**config.mk**
```make
export PLATFORM = sky130hd
export DESIGN_NAME = shazam_frame_sequencer
export DESIGN_NICKNAME = d
export VERILOG_FILES = /design/src/rtl/shazam_frame_sequencer.sv
export SDC_FILE = /design/constraint.sdc
export NUM_CORES = 1
export LEC_CHECK = 0
export CAP_MARGIN = 10
export CORE_MARGIN = 2
export CORE_UTILIZATION = 45
export CTS_BUF_LIST = sky130_fd_sc_hd__clkbuf_4 sky130_fd_sc_hd__clkbuf_8 sky130_fd_sc_hd__clkbuf_16
export CTS_CLUSTER_DIAMETER = 200
export DETAILED_ROUTE_END_ITERATION = 12
export HOLD_SLACK_MARGIN = 0.05
export PLACE_DENSITY = 0.69
export SLEW_MARGIN = 10
export SYNTH_ARGS = -nofsm -noshare
export SYNTH_HDL_FRONTEND = slang
export SYNTH_SLANG_ARGS = --single-unit
```
**constraint.sdc**
```tcl
create_clock -name MAX10_CLK1_50 -period 6.5 [get_ports MAX10_CLK1_50]
set_clock_uncertainty 0.1 [all_clocks]
set_input_delay 1.3 -clock MAX10_CLK1_50 [delete_from_list [all_inputs] [get_ports MAX10_CLK1_50]]
set_output_delay 1.3 -clock MAX10_CLK1_50 [all_outputs]
set_load 0.005 [all_outputs]
```
**src/rtl/shazam_frame_sequencer.sv**
```systemverilog
// shazam_frame_sequencer: ping-pong ADC capture and in-order FFT/peak/SPI dispatch
module shazam_frame_sequencer #(
  parameter int FFT_LENGTH = 1024,
  parameter int ADDR_W = 10,
  parameter int NUM_FRAMES = 3
) (
  input  logic              MAX10_CLK1_50,
  input  logic              reset,
  input  logic              start,
  input  logic [11:0]       adc_data,
  input  logic              adc_data_valid,
  output logic              buf_wr_en,
  output logic [ADDR_W:0]   buf_wr_addr,
  output logic [11:0]       buf_wr_data,
  output logic              fft_start,
  output logic              fft_bank,
  input  logic              fft_done,
  output logic              peak_start,
  input  logic              peak_done,
  output logic              spi_start,
  input  logic              spi_busy,
  output logic [3:0]        frame_count,
  output logic              overrun,
  output logic              busy
);
  typedef enum logic [1:0] {IDLE, FFT_RUN, PEAK_RUN, SPI_WAIT} state_t;
  state_t r_state, w_next;
  logic r_wr_bank, r_proc_bank, r_start_d;
  logic [ADDR_W-1:0] r_wr_idx;
  logic [1:0] r_bank_full, w_set, w_clr;
  logic [7:0] r_frames;
  logic w_rise, w_cap_done, w_cap, w_wr, w_last, w_fft_go, w_peak_go, w_spi_go;
  assign w_rise = start && !r_start_d;
  assign w_cap_done = NUM_FRAMES != 0 && r_frames == 8'(NUM_FRAMES) && !w_rise;
  assign w_cap = adc_data_valid && start && !w_cap_done;
  assign w_wr = w_cap && !r_bank_full[r_wr_bank];
  assign w_last = r_wr_idx == ADDR_W'(FFT_LENGTH - 1);
  assign w_set = (w_wr && w_last) ? 2'b01 << r_wr_bank : 2'b00;
  assign w_clr = w_peak_go ? 2'b01 << r_proc_bank : 2'b00;
  assign fft_bank = r_proc_bank;
  assign busy = r_state != IDLE || |r_bank_full;
  always_ff @(posedge MAX10_CLK1_50) begin
    if (!reset) begin
      r_start_d   <= 1'b0;
      r_wr_bank   <= 1'b0;
      r_wr_idx    <= '0;
      r_frames    <= '0;
      r_bank_full <= '0;
      buf_wr_en   <= 1'b0;
      buf_wr_addr <= '0;
      buf_wr_data <= '0;
      overrun     <= 1'b0;
    end else begin
      r_start_d   <= start;
      r_bank_full <= (r_bank_full & ~w_clr) | w_set;
      buf_wr_en   <= w_wr;
      overrun     <= overrun || (w_cap && r_bank_full[r_wr_bank]);
      r_frames    <= (w_rise ? 8'd0 : r_frames) + 8'(w_wr && w_last);
      if (w_wr) begin
        buf_wr_addr <= {r_wr_bank, r_wr_idx};
        buf_wr_data <= adc_data;
        r_wr_idx    <= w_last ? '0 : r_wr_idx + ADDR_W'(1);
        r_wr_bank   <= r_wr_bank ^ w_last;
      end
    end
  end
  // launching only while spi_start is low guarantees an idle cycle after each dispatch
  always_comb begin
    w_fft_go  = r_state == IDLE && r_bank_full[r_proc_bank] && !spi_start;
    w_peak_go = r_state == FFT_RUN && fft_done;
    w_spi_go  = r_state == SPI_WAIT && !spi_busy;
    w_next    = w_fft_go ? FFT_RUN :
                w_peak_go ? PEAK_RUN :
                (r_state == PEAK_RUN && peak_done) ? SPI_WAIT :
                w_spi_go ? IDLE : r_state;
  end
  always_ff @(posedge MAX10_CLK1_50) begin
    if (!reset) begin
      r_state     <= IDLE;
      r_proc_bank <= 1'b0;
      fft_start   <= 1'b0;
      peak_start  <= 1'b0;
      spi_start   <= 1'b0;
      frame_count <= '0;
    end else begin
      r_state     <= w_next;
      r_proc_bank <= r_proc_bank ^ w_spi_go;
      fft_start   <= w_fft_go;
      peak_start  <= w_peak_go;
      spi_start   <= w_spi_go;
      frame_count <= frame_count + 4'(w_spi_go);
    end
  end
endmodule
```
# Word-level counts from Yosys, hierarchy flattened
# Cells that the tools add are included.
dict set report op_classes {
  addsub 3
  n_lt_le_gt_ge 2
  n_eq_ne 5
  n_shift 2
  n_mux 12
  n_bitwise 6
  n_reduce_logical 26
}
# operator count
set ops {}
lappend ops {{1-bit logical AND} 12}
lappend ops {{10-bit by 1-bit adder with 10-bit output, second input constant} 1}
lappend ops {{10-bit equality test, second input constant} 1}
lappend ops {{10-bit 2-to-1 mux} 1}
lappend ops {{2-bit 2-to-1 mux} 5}
lappend ops {{8-bit by 1-bit adder with 8-bit output} 1}
lappend ops {{8-bit by 2-bit equality test with 1-bit output, second input constant} 1}
lappend ops {{8-bit 2-to-1 mux} 1}
lappend ops {{1-bit logical NOT} 6}
lappend ops {{1-bit 2-to-1 mux} 5}
lappend ops {{4-bit by 1-bit adder with 4-bit output} 1}
lappend ops {{2-bit equality test, second input constant} 2}
lappend ops {{1-bit by 2-bit < comparator with 1-bit output, second input constant} 2}
lappend ops {{4-bit nonzero test} 1}
lappend ops {{2-bit OR reduction} 2}
lappend ops {{1-bit by 1-bit left shift with 2-bit output, first input constant} 2}
lappend ops {{3-bit nonzero test} 1}
lappend ops {{2-bit bitwise AND} 1}
lappend ops {{2-bit by 1-bit equality test with 1-bit output, second input constant} 1}
lappend ops {{2-bit logical NOT} 1}
lappend ops {{1-bit logical OR} 2}
lappend ops {{2-bit inverter} 1}
lappend ops {{2-bit bitwise OR} 1}
lappend ops {{2-bit nonzero test} 1}
lappend ops {{other kinds (2)} 3}
dict set report word_totals {
  regBits 57
  out_inout_bits 34
  word_cells 72
}

# Logic depth before layout (Yosys ltp)
# Gate-level depths: netlist of the first run.
dict set report logic_depth {
  depth_word 10
  mapped_depth 10
  mapped_depth_nobuf 9
}

# Worst setup path before layout of the first run
# Ideal clock, no wire load.
dict set report synth_path {
  path_kind {in2reg}
  startpoint {input start}
  endpoint {register r_frames[7]}
  setup_ps 115
  arrival_ps 2925
  required_ps 6285
  path_slack_ps 3359
  stages 10
  path_cell_list {nand2b_1 > clkbuf_2 > a41o_1 > buf_6 > nor3_1 > ha_1 > nand2_1 > nor4b_1 > xnor2_1 > nor2_1}
}
dict set report synth_via {
  elab_chain_len 8
  elab_cells_between_ends 10
}
# element line_no
set synth_lines {}
lappend synth_lines {{start: declaration} 9} ;# input logic start,
lappend synth_lines {{1-bit logical AND} 33} ;# assign w_rise = start && !r_start_d;
lappend synth_lines {{1-bit logical NOT} 34} ;# assign w_cap_done = NUM_FRAMES != 0 && r_frames == 8'(NUM_FRAMES) && !w_rise;
lappend synth_lines {{1-bit logical AND} 34}
lappend synth_lines {{1-bit logical NOT} 35} ;# assign w_cap = adc_data_valid && start && !w_cap_done;
lappend synth_lines {{1-bit logical AND} 35}
lappend synth_lines {{1-bit logical AND} 36} ;# assign w_wr = w_cap && !r_bank_full[r_wr_bank];
lappend synth_lines {{1-bit logical AND} 58} ;# r_frames <= (w_rise ? 8'd0 : r_frames) + 8'(w_wr && w_last);
lappend synth_lines {{8-bit by 1-bit adder with 8-bit output (*)} 58}
lappend synth_lines {{end signal: assignment} 58}
lappend synth_lines {{end: declaration} 31} ;# logic [7:0] r_frames;
# Every way passes the cells marked *; elsewhere a longest branch is shown, timed or not.
# A chain may end at the register's enable or synchronous reset.

# Worst setup path in the final report of the first run
dict set report layout_path {
  startpoint {input start}
  endpoint {register r_frames[6]}
}
# The elaborated chain is that of the path after synthesis.

==> flow_summary.yaml, run 1 <==
status:
  status: "finished, final reports clean"
cts:
  clockBufferDepth: 2
  htree_levels: 3
  clock_latency_ps: 330
  cts_resized: 0
  postCtsSetupBuffers: 0
  clockRootBuffer: "clkbuf_8"
  clk_pin_slew_worst_paths_ps: 70
  hold_buffers: 0
  numCtsBuffers: 9
  cts.sink_count: 57
  cts_tree: "built"
detailed_routing:
  vias: 2164
  drc: 0
  drtIter0Drc: 165
  postRouteAntennaNets: 0
  vias_per_cell: 5.451
  routedWlPerCell_um: 14.04
  routed_wl_mm: 5.572
  dr.pass1.iters: 4
worst_setup_path:
  crit_top_cell: "ha_1"
  path_max_fanout: 38
  cp-start-kind: "primary input"
  crit_type: "primary input to register"
  critPathBufInv: 1
  path_cells: "clkdlybuf4s50_1, nand2b_1, a41o_1, nor3_1, ha_1, ha_1, nand3_1, xor2_1, nor2_1"
  critPathTopFamily: "compound AO/OA/AOI/OAI gates"
  crit_path_max_incr_delay_ps: 980
  arrival_ps: 4060
  critPathSlowestCell: "a41o_1"
  cp.required_ps: 6630
  cp-end-kind: "register"
synthesis:
  synthArstFlopShare_pct: 0
  syn_area_um2: 2427
  synthXorXnorAreaFrac_pct: 2.887
  synth_edf_count: 0
  synth.avg_cell_area_um2: 8.795
  yosys.area_share.simple_pct: 23.14
  synth_adder_area_share_pct: 2.577
  synth_top_area_share_pct: 47.01
  synth_top_family_by_area: "simple AND/OR/NAND/NOR gates"
  yosysSeqAreaShare_pct: 47.01
  synth.area.mux_share_pct: 2.577
  syn-num-nets: 300
  synth_ff_type: "dfxtp_1"
  synth_area_leaders: "dfxtp_1 47%, nand3_1 6.6%, a21oi_1 6.0%"
  netlist_instances: 276
  yosys_warnings: 0
  synth_compound_gate_area_share_pct: 17.63
  yosys.area.top_type: "dfxtp_1"
  synth-seq-cells: 57
  ys_top_cells_by_count: "57 x dfxtp_1, 32 x nand3_1, 29 x a21oi_1"
  synth.most_common_cell: "dfxtp_1"
  synth.distinct_cells: 43
floorplanning:
  core.rowCount: 26
  die_area_um2: 5998
  die_w_um: 77.45
  chipHeight_um: 77.45
  core_area_um2: 5172
  start_util_pct: 46.93
  io_pins: 53
finish:
  n_antenna_cell: 0
  area_growth_pct: 31.60
  ff_latch_area_um2: 1141
  drive_gt1_share_pct: 8.257
  multi_input_area_um2: 1196
  nNetsFinal: 346
  fillers: 448
global_routing:
  grt_overflow: 0
  grt_pass1_wl_mm: 9.653
  antenna_found_initial: 0
  grt_max_degree: 39
  grt_pass1_vias: 2035
  track_usage_pct: 20.08
placed_design:
  portBuffers: 52
  post-place-ws_ps: 2200
  hpwl_mm: 3.401
  place.gp.congestion: 0.7739
pwr:
  powerDensity_nw_per_um2: 235.7
  leakagePower_nw: 1.127
  irDropWorstVdd_mv: 0.1127
timing:
  timing_hold_violations_final: 0
  final-setup-viol-count: 0
  tightestPinTransition_ps: 1132
  worst_hold_slack_ps: 373.0
  min_period_ps: 3937
  maxSlewViolCount: 0
  tns_ps: 0
  fin_ws_ps: 2563
  rsz0062_at_grt: "no"
  period_share_pct: 60.57
  timing.slew.headroom_pct: 24.51
  fmax_ghz: 0.2540
run:
  drv_cap: 0
hold_path:
  worstHoldPathType: "register to register"
cells in the final DEF, fill, tap and decap left out, types with 4 or more instances in the layout:
cell,count
a21oi_1,29
and2_1,10
clkbuf_8,12
clkdlybuf4s50_1,52
dfxtp_1,57
ha_1,5
nand2_1,17
nand2b_1,6
nand3_1,32
nand4_1,6
nor2_1,12
nor3_1,5
o21ai_0,26
xnor2_1,4
xor2_1,4
worst register-to-register path: stages, from the launching register on:
cell and delay, ps:
dfxtp_1 370, nor4b_2 410, a41o_1 1000, nor3_1 200, ha_1 300, ha_1 230
nand3_1 110, xor2_1 160, nor2_1 70
layer usage:
layer	wire [um]	share of wire, %	GRT usage, %
met5	0	0	0
met4	111	2.0	10.00
met3	257	4.6	5.233
met2	2451	44	30.26
met1	2752	49	26.61
cell type report:
type	count	share of cell area, %
well taps	70	2.742
flip-flops and latches	57	35.72
repair buffers	55	17.00
clock buffers	14	5.640
multi-input cells	196	37.45
inverters	3	0.3525
clock inverters	2	1.097
final timing paths:
| path | start | end | slack [ps] | cells after the start |
|---|---|---|---|---|
| worst max-delay path | start | r_frames[6] | 2560 | 9 |
| worst min-delay path | buf_wr_addr[2] | buf_wr_addr[2] | 370 | 2 |
| worst max register to register | r_frames[2] | r_frames[6] | 3450 | 8 |
| worst min register to register | buf_wr_addr[2] | buf_wr_addr[2] | 370 | 2 |
stage by stage:
| step | total power, mW | utilization (%) | instance area (um^2) | instances |
|---|---|---|---|---|
| detailed placement | 0.4077 | 57.60 | 2979 | 381 |
| floorplan | 0.3846 | - | 2427 | 276 |
| global route | 0.7808 | 61.76 | 3194 | 397 |
| finish | 0.7530 | 61.76 | 3194 | 397 |
| CTS | 0.7577 | 61.76 | 3194 | 397 |
| global placement | 0.4069 | 57.60 | 2979 | 381 |
power by group:
group	leakage, nW	total (mW)	switching, mW	internal (mW)
Combinational	0.552	0.0426	0.0210	0.0217
Sequential	0.461	0.357	0.00309	0.354
Clock	0.114	0.353	0.137	0.217
Total	1.13	0.753	0.161	0.592
flip-flops by register name, indices dropped and copies added, names as in the netlist:
| name | count |
|---|---|
| r_bank_full | 2 |
| r_wr_idx | 10 |
| fft_start | 1 |
| overrun | 1 |
| spi_start | 1 |
| r_state | 2 |
| buf_wr_en | 1 |
| buf_wr_addr | 11 |
| r_frames | 8 |
| frame_count | 4 |
| fft_bank | 1 |
| peak_start | 1 |
| buf_wr_data | 12 |
| r_wr_bank | 1 |
| r_start_d | 1 |
cells by family after synthesis:
| group | count (synthesis) |
|---|---|
| xor gates and xnor gates | 8 |
| adders and majority gates | 5 |
| muxes | 6 |
| DFF | 57 |
| and+or+nand+nor | 104 |
| AOI/OAI and AO/OA | 73 |
| buffers and inverters | 23 |
No activity file was read; power rests on OpenSTA's default activity.
==> run 2: changes to the inputs <==
- clock period: 6.5 -> 4 ns (I/O delays scaled with it)
==> run 2 against run 1 <==
  * Power up 58%
  * Worst hold slack better by 1.6 ps
  * Count of clock-buffer cells in the layout fell by 1
  * Non-clock buffer count up 1
  * Sequential cell count unchanged
  * Critical path type unchanged
==> flow_summary.yaml, run 2 (synthesis gave the netlist of run 1 again) <==
cts:
  clock_latency_ps: 330
  cts.sink_count: 57
  cts_resized: 0
  clockBufferDepth: 2
  clk_pin_slew_worst_paths_ps: 70
  hold_buffers: 0
  htree_levels: 3
  clockRootBuffer: "clkbuf_8"
  numCtsBuffers: 9
  cts_tree: "built"
  postCtsSetupBuffers: 0
global_routing:
  grt_pass1_wl_mm: 9.556
  track_usage_pct: 19.76
  met2_usage_pct: 30.26
  grt_pass1_vias: 2091
  antenna_found_initial: 0
  grt_overflow: 0
  grt_max_degree: 38
  met3_usage_pct: 3.953
  grt_util_met1_pct: 25.93
  busiest_layer: "met2"
timing:
  fmax_ghz: 0.3386
  tightestPinTransition_ps: 665.8
  min_period_ps: 2953
  timing.slew.headroom_pct: 54.46
  fin_ws_ps: 1047
  tns_ps: 0
  timing_hold_violations_final: 0
  worst_hold_slack_ps: 374.6
  maxSlewViolCount: 0
  period_share_pct: 73.83
  rsz0062_at_grt: "no"
  final-setup-viol-count: 0
worst_setup_path:
  arrival_ps: 3080
  r2r_cells: 9
  crit_type: "primary input to register"
  r2r-end: "r_frames[7]"
  cp.required_ps: 4120
  crit_path_end: "r_frames[7]"
  setup.worst_path.start: "start"
  cp-start-kind: "primary input"
  r2r-start: "r_wr_idx[0]"
  path_max_fanout: 8
  r2r_setup_slack_ps: 1120
  cp-end-kind: "register"
detailed_routing:
  dr.pass1.iters: 4
  vias: 2184
  postRouteAntennaNets: 0
  vias_per_cell: 5.487
  routedWlPerCell_um: 13.92
  drtIter0Drc: 70
  drc: 0
  routed_wl_mm: 5.541
finish:
  top_regs: "buf_wr_data (12), buf_wr_addr (11), r_wr_idx (10)"
  regMostFlops: "buf_wr_data"
  n_antenna_cell: 0
  multi_input_area_um2: 1196
  mostFrequentLayoutCells: "57 x dfxtp_1, 52 x clkdlybuf4s50_1, 32 x nand3_1"
  area_growth_pct: 31.29
  largest_reg_flops: 12
  fillers: 433
  drive_gt1_share_pct: 8.537
  final_common_cell: "dfxtp_1"
  ff_latch_area_um2: 1141
  nNetsFinal: 347
floorplanning:
  io_pins: 53
  die_w_um: 77.45
  core.rowCount: 26
  chipHeight_um: 77.45
  core_area_um2: 5172
  die_area_um2: 5998
  start_util_pct: 46.93
placed_design:
  portBuffers: 52
  hpwl_mm: 3.344
  place.gp.congestion: 0.7901
  post-place-ws_ps: 742.7
hold_path:
  worstHoldPathType: "register to register"
pwr:
  leakagePower_nw: 1.125
  power.total_mw: 1.190
  powerDensity_nw_per_um2: 373.5
  irDropWorstVdd_mv: 0.1857
status:
  status: "finished, final reports clean"
run:
  drv_cap: 0
[run 2: cell types whose count changed in the layout (fill, tap and decap cells not counted)]
cell | previous run | this run
clkbuf_8 | 12 | 10
buf_4 | 3 | 4
clkbuf_4 | 2 | 3
clkinv_2 | 1 | 2
[run 2: worst min path at each step]
stage	from	end	slack (ps)	depth (start not counted)
CTS	buf_wr_data[5]	buf_wr_data[5]	380	2
floorplan	r_wr_idx[8]	buf_wr_addr[8]	360	2
global placement	buf_wr_data[3]	buf_wr_data[3]	360	2
global route	buf_wr_data[5]	buf_wr_data[5]	400	2
finish	buf_wr_data[5]	buf_wr_data[5]	370	2
detailed placement	buf_wr_data[5]	buf_wr_data[5]	370	2
[run 2: critical path, cell delays in order]
cell,delay (ps)
clkdlybuf4s50_1,510
nand2b_1,180
a41o_1,270
nor3_1,310
ha_1,270
nand2_1,100
nor4b_1,410
xnor2_1,170
nor2_1,60
[run 2: area by class of cell]
| type | instances | share of cell area (%) |
|---|---|---|
| Tap cell | 70 | 2.748 |
| Timing Repair Buffer | 56 | 17.28 |
| Sequential cell | 57 | 35.81 |
| Clock inverter | 3 | 1.256 |
| Multi-Input combinational cell | 196 | 37.53 |
| Clock buffer | 13 | 5.026 |
| Inverter | 3 | 0.3534 |
[run 2: through the flow]
stage / std cells / cell area (um^2) / utilization, %
detailed placement: 382 / 2987 / 57.74
finish: 398 / 3187 / 61.61
floorplan: 276 / 2427 / -
global placement: 382 / 2987 / 57.74
global route: 398 / 3187 / 61.61
CTS: 398 / 3187 / 61.61
[run 2: layer usage]
metal  routed length, um  vias to the layer above  part of all wire (%)
met1                2767                     1014                    50
li1                    -                     1100                     -
met2                2392                       60                    43
met3                 244                       10                   4.4
met5                   0                        -                     0
met4                 136                        0                   2.5
[run 2: power breakdown]
| group | switching, mW | internal (mW) |
|---|---|---|
| combinational | 0.0341 | 0.0359 |
| clock | 0.216 | 0.324 |
| sequential | 0.00474 | 0.576 |
